--- src/rtl/song_recorder.sv ---
// song_recorder: records live keyboard play as {note, duration} entries readable by address
module song_recorder #(
  parameter int DEPTH = 64,
  parameter int TICK_DIV = 1000000
) (
  input  logic                       clk,
  input  logic                       reset,
  input  logic                       rec_en,
  input  logic                       clear,
  input  logic [6:0]                 key_in,
  input  logic [$clog2(DEPTH)-1:0]   rd_addr,
  output logic [10:0]                rd_data,
  output logic [$clog2(DEPTH):0]     length,
  output logic                       recording,
  output logic                       full
);
  localparam int AW = $clog2(DEPTH);
  localparam int TW = TICK_DIV > 1 ? $clog2(TICK_DIV) : 1;
  localparam logic [TW-1:0] TWRAP = TW'(TICK_DIV - 1);
  localparam logic [TW-1:0] THIT = TW'(TICK_DIV > 1 ? TICK_DIV - 2 : 0);
  localparam logic [AW:0] LAST = (AW + 1)'(DEPTH - 1);
  typedef enum logic [2:0] {IDLE, ARMED, CAPTURE, FLUSH, FULL} state_t;
  state_t r_state;
  logic [6:0] r_k1, r_k2;
  logic [2:0] r_cur;
  logic [7:0] r_dur;
  logic [TW-1:0] r_tick;
  logic [AW:0] r_len;
  logic r_rec, r_full;
  logic [10:0] r_rd;
  logic [10:0] r_mem [DEPTH];
  logic [2:0] w_code;
  logic w_chg, w_hit, w_sat, w_flush, w_we;
  always_comb begin
    w_code = 3'd0;
    for (int i = 6; i >= 0; i--) if (r_k2[i]) w_code = 3'(i + 1);
  end
  assign w_chg = r_state == CAPTURE && rec_en && w_code != r_cur;
  // the cycle a note starts already counts, so a tick lands one count before wrap
  assign w_hit = r_state == CAPTURE && rec_en && !w_chg && r_tick == THIT;
  assign w_sat = w_hit && r_dur == 8'hFF;
  assign w_flush = r_state == FLUSH && r_dur != 8'd0 && r_cur != 3'd0;
  assign w_we = !reset && !clear && ((w_chg && r_dur != 8'd0) || w_sat || w_flush);
  always_ff @(posedge clk) begin
    if (reset) begin
      r_state <= IDLE;
      r_k1 <= '0;
      r_k2 <= '0;
      r_cur <= '0;
      r_dur <= '0;
      r_tick <= '0;
      r_len <= '0;
      r_rec <= 1'b0;
      r_full <= 1'b0;
    end else begin
      r_k1 <= key_in;
      r_k2 <= r_k1;
      r_rec <= r_state == ARMED || r_state == CAPTURE;
      r_full <= r_state == FULL;
      if (w_we) r_len <= r_len + 1'b1;
      if (clear) begin
        r_len <= '0;
        r_state <= IDLE;
      end else begin
        case (r_state)
          IDLE: if (rec_en) begin
            r_state <= ARMED;
            r_len <= '0;
          end
          ARMED: if (!rec_en) r_state <= IDLE;
          else if (w_code != 3'd0) begin
            r_cur <= w_code;
            r_dur <= '0;
            r_tick <= '0;
            r_state <= CAPTURE;
          end
          CAPTURE: if (!rec_en) r_state <= FLUSH;
          else if (w_chg) begin
            r_cur <= w_code;
            r_dur <= '0;
            r_tick <= '0;
          end else begin
            r_tick <= r_tick == TWRAP ? '0 : r_tick + 1'b1;
            if (w_hit) r_dur <= w_sat ? 8'd0 : r_dur + 8'd1;
          end
          FLUSH: r_state <= IDLE;
          default: ;
        endcase
        if (w_we && r_len == LAST) r_state <= FULL;
      end
    end
  end
  always_ff @(posedge clk) if (w_we) r_mem[r_len[AW-1:0]] <= {r_cur, r_dur};
  always_ff @(posedge clk) r_rd <= reset ? '0 : r_mem[rd_addr];
  assign rd_data = r_rd;
  assign length = r_len;
  assign recording = r_rec;
  assign full = r_full;
endmodule

--- config.mk ---
export PLATFORM = sky130hd
export DESIGN_NAME = song_recorder
export DESIGN_NICKNAME = d
export VERILOG_FILES = /design/src/rtl/song_recorder.sv
export SDC_FILE = /design/constraint.sdc
export NUM_CORES = 1
export LEC_CHECK = 0
export CAP_MARGIN = 30
export CORE_MARGIN = 5
export CORE_UTILIZATION = 31
export CTS_CLUSTER_DIAMETER = 40
export DETAILED_ROUTE_END_ITERATION = 10
export PLACE_DENSITY_LB_ADDON = 0.3
export SETUP_SLACK_MARGIN = 0.2
export SYNTH_ARGS = -nofsm -noshare
export SYNTH_HDL_FRONTEND = slang
export SYNTH_SLANG_ARGS = --single-unit
--- constraint.sdc ---
create_clock -name clk -period 6.95 [get_ports clk]
set_input_delay 1.39 -clock clk [delete_from_list [all_inputs] [get_ports clk]]
set_output_delay 1.39 -clock clk [all_outputs]
set_load 0.02 [all_outputs]
* Word level (Yosys, flattened, before mapping)
Memories as Yosys holds them, arrays and structs flattened. A register that Yosys moved wholly into a read port is not among the register bits.
Cells that the tools add are included.
** Storage, ports and cells
- Bits of input ports :: 17
- Memory bits (writable) :: 704
- Memories :: 1
- Register bits :: 57
- Output and inout bits :: 20
- Word-level logic and storage cells :: 102
** Memory list
- r_mem :: depth 64, width 11, rd ports 1, clocked after memory_dff 1, wr ports 1, line 31 : logic [10:0] r_mem [DEPTH];
** Cells by class
- Reductions and logical operators :: 31
- Bitwise operators :: 1
- Muxes and demuxes :: 36
- Add/subtract/negate cells :: 3
- Equality and inequality tests :: 20
** Operators by type and width (count)
- $mux W20 :: 5
- $mux W3 :: 16
- $mux W8 :: 6
- $eq A20 B20 Y1 const B :: 2
- $pmux W20 S2 :: 1
- $mux W7 :: 3
- $add A20 B1 Y20 const B :: 1
- $pmux W8 S2 :: 1
- $pmux W3 S4 :: 1
- $reduce_and A6 Y1 :: 2
- $logic_and A1 B1 Y1 :: 11
- $ne A2 B2 Y1 const B :: 5
- $add A8 B1 Y8 const B :: 1
- $eq A8 B8 Y1 const B :: 1
- $reduce_and A4 Y1 :: 2
- $reduce_bool A8 Y1 :: 1
- $add A7 B1 Y7 const B :: 1
- $eq A7 B6 Y1 const B :: 1
- $eq A3 B2 Y1 const B :: 2
- $ne A3 B2 Y1 const B :: 2
- $ne A3 B3 Y1 const B :: 2
- $pmux W3 S2 :: 1
- $reduce_bool A3 Y1 :: 2
- $reduce_and A5 Y1 :: 1
- 15 further kinds :: 20

* Logic depth before layout (Yosys ltp)
- Word-level depth :: 19
- Mapped depth :: 11
- Depth with buffers taken out :: 9

* Least setup slack after synthesis
OpenSTA, ideal clock, no wires.
- Path kind :: flip-flop to flip-flop
- Start point :: reg r_dur[0]
- End point :: mem r_mem[31][0], enable pin
- Setup slack :: 2.629 ns
- Data arrival time :: 3.913 ns
- Period minus slack after synthesis :: 4.321 ns
- Stages on the path, launching flop included :: 10
- Path through :: dfxtp_1 ha_1 and3_1 nand4_1 nor4_1 o2111ai_2 clkinv_2 nor2_4 buf_2 nor4_1
** Between the ends
- Cells in the longest elaborated chain, start to end :: 7
- Elaborated cells between the ends (all ways) :: 11
** Ends and longest elaborated chain
- from (decl) :: line 26 : logic [7:0] r_dur;
- from (signal assigned) :: line 84 : if (w_hit) r_dur <= w_sat ? 8'd0 : r_dur + 8'd1;
- $eq A8 B8 Y1 or $reduce_bool A8 Y1 (tied branches) :: line 41, 42, 43
- $logic_and A1 B1 Y1, on equally long branches :: line 41, 42, 43
- $logic_or A1 B1 Y1 or $logic_and A1 B1 Y1 (tied branches) :: line 43, 42
- $logic_or A1 B1 Y1 (*) :: line 43 : assign w_we = !reset && !clear && ((w_chg && r_dur != 8'd0) || w_sat || w_flush);
- $logic_and A1 B1 Y1 (*) :: line 43
- $mux W1 (*) :: line 93 : always_ff @(posedge clk) if (w_we) r_mem[r_len[AW-1:0]] <= {r_cur, r_dur};
- $mux W1 (not written as such) (*) :: line 93
- to (decl) :: line 31
Mark *: on every way between the ends. The rest lies on a longest branch, timed or not.

* Worst setup path in the final report
- Start point :: in rec_en
- End point :: mem r_mem[23][1], enable pin
** Between the ends
- Cells in the longest elaborated chain, start to end :: 11
- Elaborated cells between the ends (all ways) :: 12
** Ends and longest elaborated chain
- from (decl) :: line 8 : input logic rec_en,
- $logic_and A1 B1 Y1 (*) :: line 38, 40
- $logic_and A1 B1 Y1 :: line 38 : assign w_chg = r_state == CAPTURE && rec_en && w_code != r_cur;
- $logic_not A1 Y1 :: line 40 : assign w_hit = r_state == CAPTURE && rec_en && !w_chg && r_tick == THIT;
- $logic_and A1 B1 Y1 (2 in a row) :: line 40
- $logic_and A1 B1 Y1 :: line 41 : assign w_sat = w_hit && r_dur == 8'hFF;
- $logic_or A1 B1 Y1 (*) (2 in a row) :: line 43
- $logic_and A1 B1 Y1 (*) :: line 43
- $mux W1 (*) :: line 93
- $mux W1 (not written as such) (*) :: line 93
Marked as above.

==> flow_summary.json <==
{
  "final-max-slew-violation-count": 0,
  "tightest_slew_ps": 1000,
  "viasPerCell": 5.09,
  "status": "finished clean",
  "clock_skew_ps": 28.3,
  "yosys_warnings": 0,
  "fin_crit_sh_pct": 64.6,
  "path_max_fanout": 37,
  "holdPathStages": 1,
  "grt_pass1_wl_um": 108000,
  "cts_tree": "done",
  "drive_above_1_share_pct": 32.1,
  "clk_root_buffer_cell": "clkbuf_16",
  "synth.most_common_cell": "edfxtp_1",
  "clockBufferDepth": 3,
  "wl_per_cell_um": 25.0,
  "synth_edf_count": 704,
  "drtIter0Drc": 1441,
  "drt_pass1_iterations": 5,
  "pre_cts_slack_ps": 1690,
  "grt_pass1_vias": 15513,
  "synth.avg_cell_area_um2": 20.6,
  "clkTransAtPathRegs_ps": 50,
  "crit_required_ps": 7300,
  "num_rows": 114,
  "reg2reg_depth": 9,
  "ir_worst_vdd_mv": 0.198,
  "dp_cells": 2774,
  "r2r_slack_ps": 2660,
  "fp.dieH_um": 323,
  "cts-htree-levels": 3,
  "numCtsBuffers": 98,
  "hp-class": "flip-flop to flip-flop",
  "hpwl_um": 45600,
  "power_uw": 10700,
  "worst_skew_pair.late_latency_ps": 660,
  "fin_setup_tns_ps": 0,
  "maxCapViolCount": 0,
  "synthTopCellsByArea": "edfxtp_1, mux4_2, dfxtp_1, mux2i_1, nor4_1",
  "powerDensity_mw_per_mm2": 295,
  "design.core.area_mm2": 0.0969,
  "rsz0062_at_grt": "no",
  "syn_area_mm2": 0.0303,
  "numPortBuffers": 36,
  "hold_buffers": 0,
  "pin_count": 37,
  "synth_cells": 1469,
  "fmax_ghz": 0.223,
  "dpl_cell_area_mm2": 0.0328,
  "vias": 15070,
  "hold_viol_final": 0,
  "grt_antenna_before_repair": 0,
  "final_cells": 2960,
  "fin_ws_ps": 2460,
  "initial_utilization_pct": 31.3,
  "post_cts_resized": 0,
  "cp-start-kind": "input port",
  "synth_common_cells": "edfxtp_1, mux4_2, dfxtp_1",
  "remaining_drc_errors": 0,
  "dieArea_mm2": 0.104,
  "synth-seq-area-share_pct": 74.3,
  "wl_um": 74000,
  "syn_to_final_growth_pct": 20.2,
  "critPathKind": "input port to flip-flop",
  "clock-sinks": 772,
  "grt_overflow_total": 0,
  "ys_ff_latch": 772,
  "synth_cell_type_count": 66,
  "fp.dieW_um": 323,
  "synth_top_area_share_pct": 69.8,
  "postSynth.asyncResetShare_pct": 0,
  "yosys.area.top_type": "edfxtp_1",
  "fin_nets": 1623,
  "period_needed_ps": 4490,
  "setup-violations-final": 0,
  "grt_max_degree": 86,
  "syn-num-nets": 1491,
  "grtUsageTotal_pct": 14.1,
  "cts_setup_buffers": 0,
  "end_kind": "flip-flop",
  "antenna_left": 0,
  "critical_path_arrival_ps": 4840,
  "leakage_uw": 0.0116,
  "fin_area_mm2": 0.0364,
  "place.gp.congestion": 0.833,
  "ys.flop_type": "edfxtp_1",
  "slew_headroom_pct": 33.0
}
worst max-delay path: stages:
cell,delay [ps]
clkdlybuf4s50_1,600
and4bb_2,330
nand2_1,80
nor4_1,330
o2111ai_2,330
clkinv_2,200
nor2_4,150
buf_4,360
nor4_2,730
buf_4,290
cells by family (layout without fill, tap and decap cells):
logic type,count (synthesis),count (layout),synth area share (%)
flip-flops,772,772,74.3
AND/OR/NAND/NOR,261,261,4.65
multiplexers,248,248,17.3
buffers and inverters,97,311,1.37
AO/OA/AOI/OAI,66,66,1.58
XOR/XNOR,20,20,0.579
adder cells (fa/ha/maj),5,5,0.207
other,0,1,0
cell type report:
cell class / instances / area [um2]
repair buffers: 115 / 992
clock buffers: 112 / 2550
well taps: 1276 / 1600
inverters: 14 / 53.8
clock inverters: 70 / 1070
multi-input cells: 600 / 7620
fillers: 8648 / 60500
flip-flops and latches: 772 / 22500
diodes: 1 / 2.50
layer usage:
metal  vias up  routed length, um  part of all wire [%]  track usage, %
li1       6411                  -                     -               -
met1      8105              32400                    44            19.4
met2       461              35300                    48            22.5
met3        93               5030                   6.8            4.14
met4         0               1330                   1.8            3.24
met5         -                  0                     0               0
flip-flops by register name, summed over array words and instances (netlist names):
| name | count |
|---|---|
| r_tick | 20 |
| r_k1 | 7 |
| rd_data | 11 |
| r_state | 3 |
| r_mem | 704 |
| r_dur | 8 |
| length | 7 |
| r_k2 | 7 |
| recording | 1 |
| full | 1 |
| r_cur | 3 |
through the flow:
stage | hold WS, ps | utilization, %
final | 433 | 37.6
after global routing | 446 | 37.6
after CTS | 435 | 37.6
after detailed placement | 422 | 33.8
after global placement | 420 | 33.6
after floorplan | 414 | -
where the power goes:
group          internal (uW)  switching, uW
Clock                   3430           2040
Combinational            112            143
Sequential              5000           8.84
Total                   8540           2190
worst paths after layout:
| path | end | from |
|---|---|---|
| worst max register to register | r_mem[56][8] | r_cur[0] |
| worst min register to register | r_k2[4] | r_k1[4] |
| worst max-delay path | r_mem[23][1] | rec_en |
| worst min-delay path | r_k2[4] | r_k1[4] |
cells in the final DEF, fill, tap and decap left out, types with 6 or more instances in the layout:
cell type,Yosys,routed
dfxtp_2,0,12
clkbuf_1,41,11
mux4_2,220,220
edfxtp_1,704,704
nor2_1,46,46
clkinvlp_4,0,6
clkbuf_16,0,99
nand2b_1,12,12
clkdlybuf4s50_1,0,32
nand4_1,8,8
buf_4,0,73
nor4_2,1,32
o22ai_1,12,12
inv_1,13,13
xor2_1,9,9
and3_1,6,6
nand3_1,18,18
a21oi_1,14,14
xnor2_1,11,11
nor2b_1,17,17
nor3_2,2,15
clkinv_2,1,9
nand2_1,44,44
nor3_1,41,28
bufinv_16,0,20
mux2i_1,28,28
clkinv_4,0,9
dfxtp_1,68,56
clkinv_1,0,11
No activity file was read; power rests on OpenSTA's default activity.
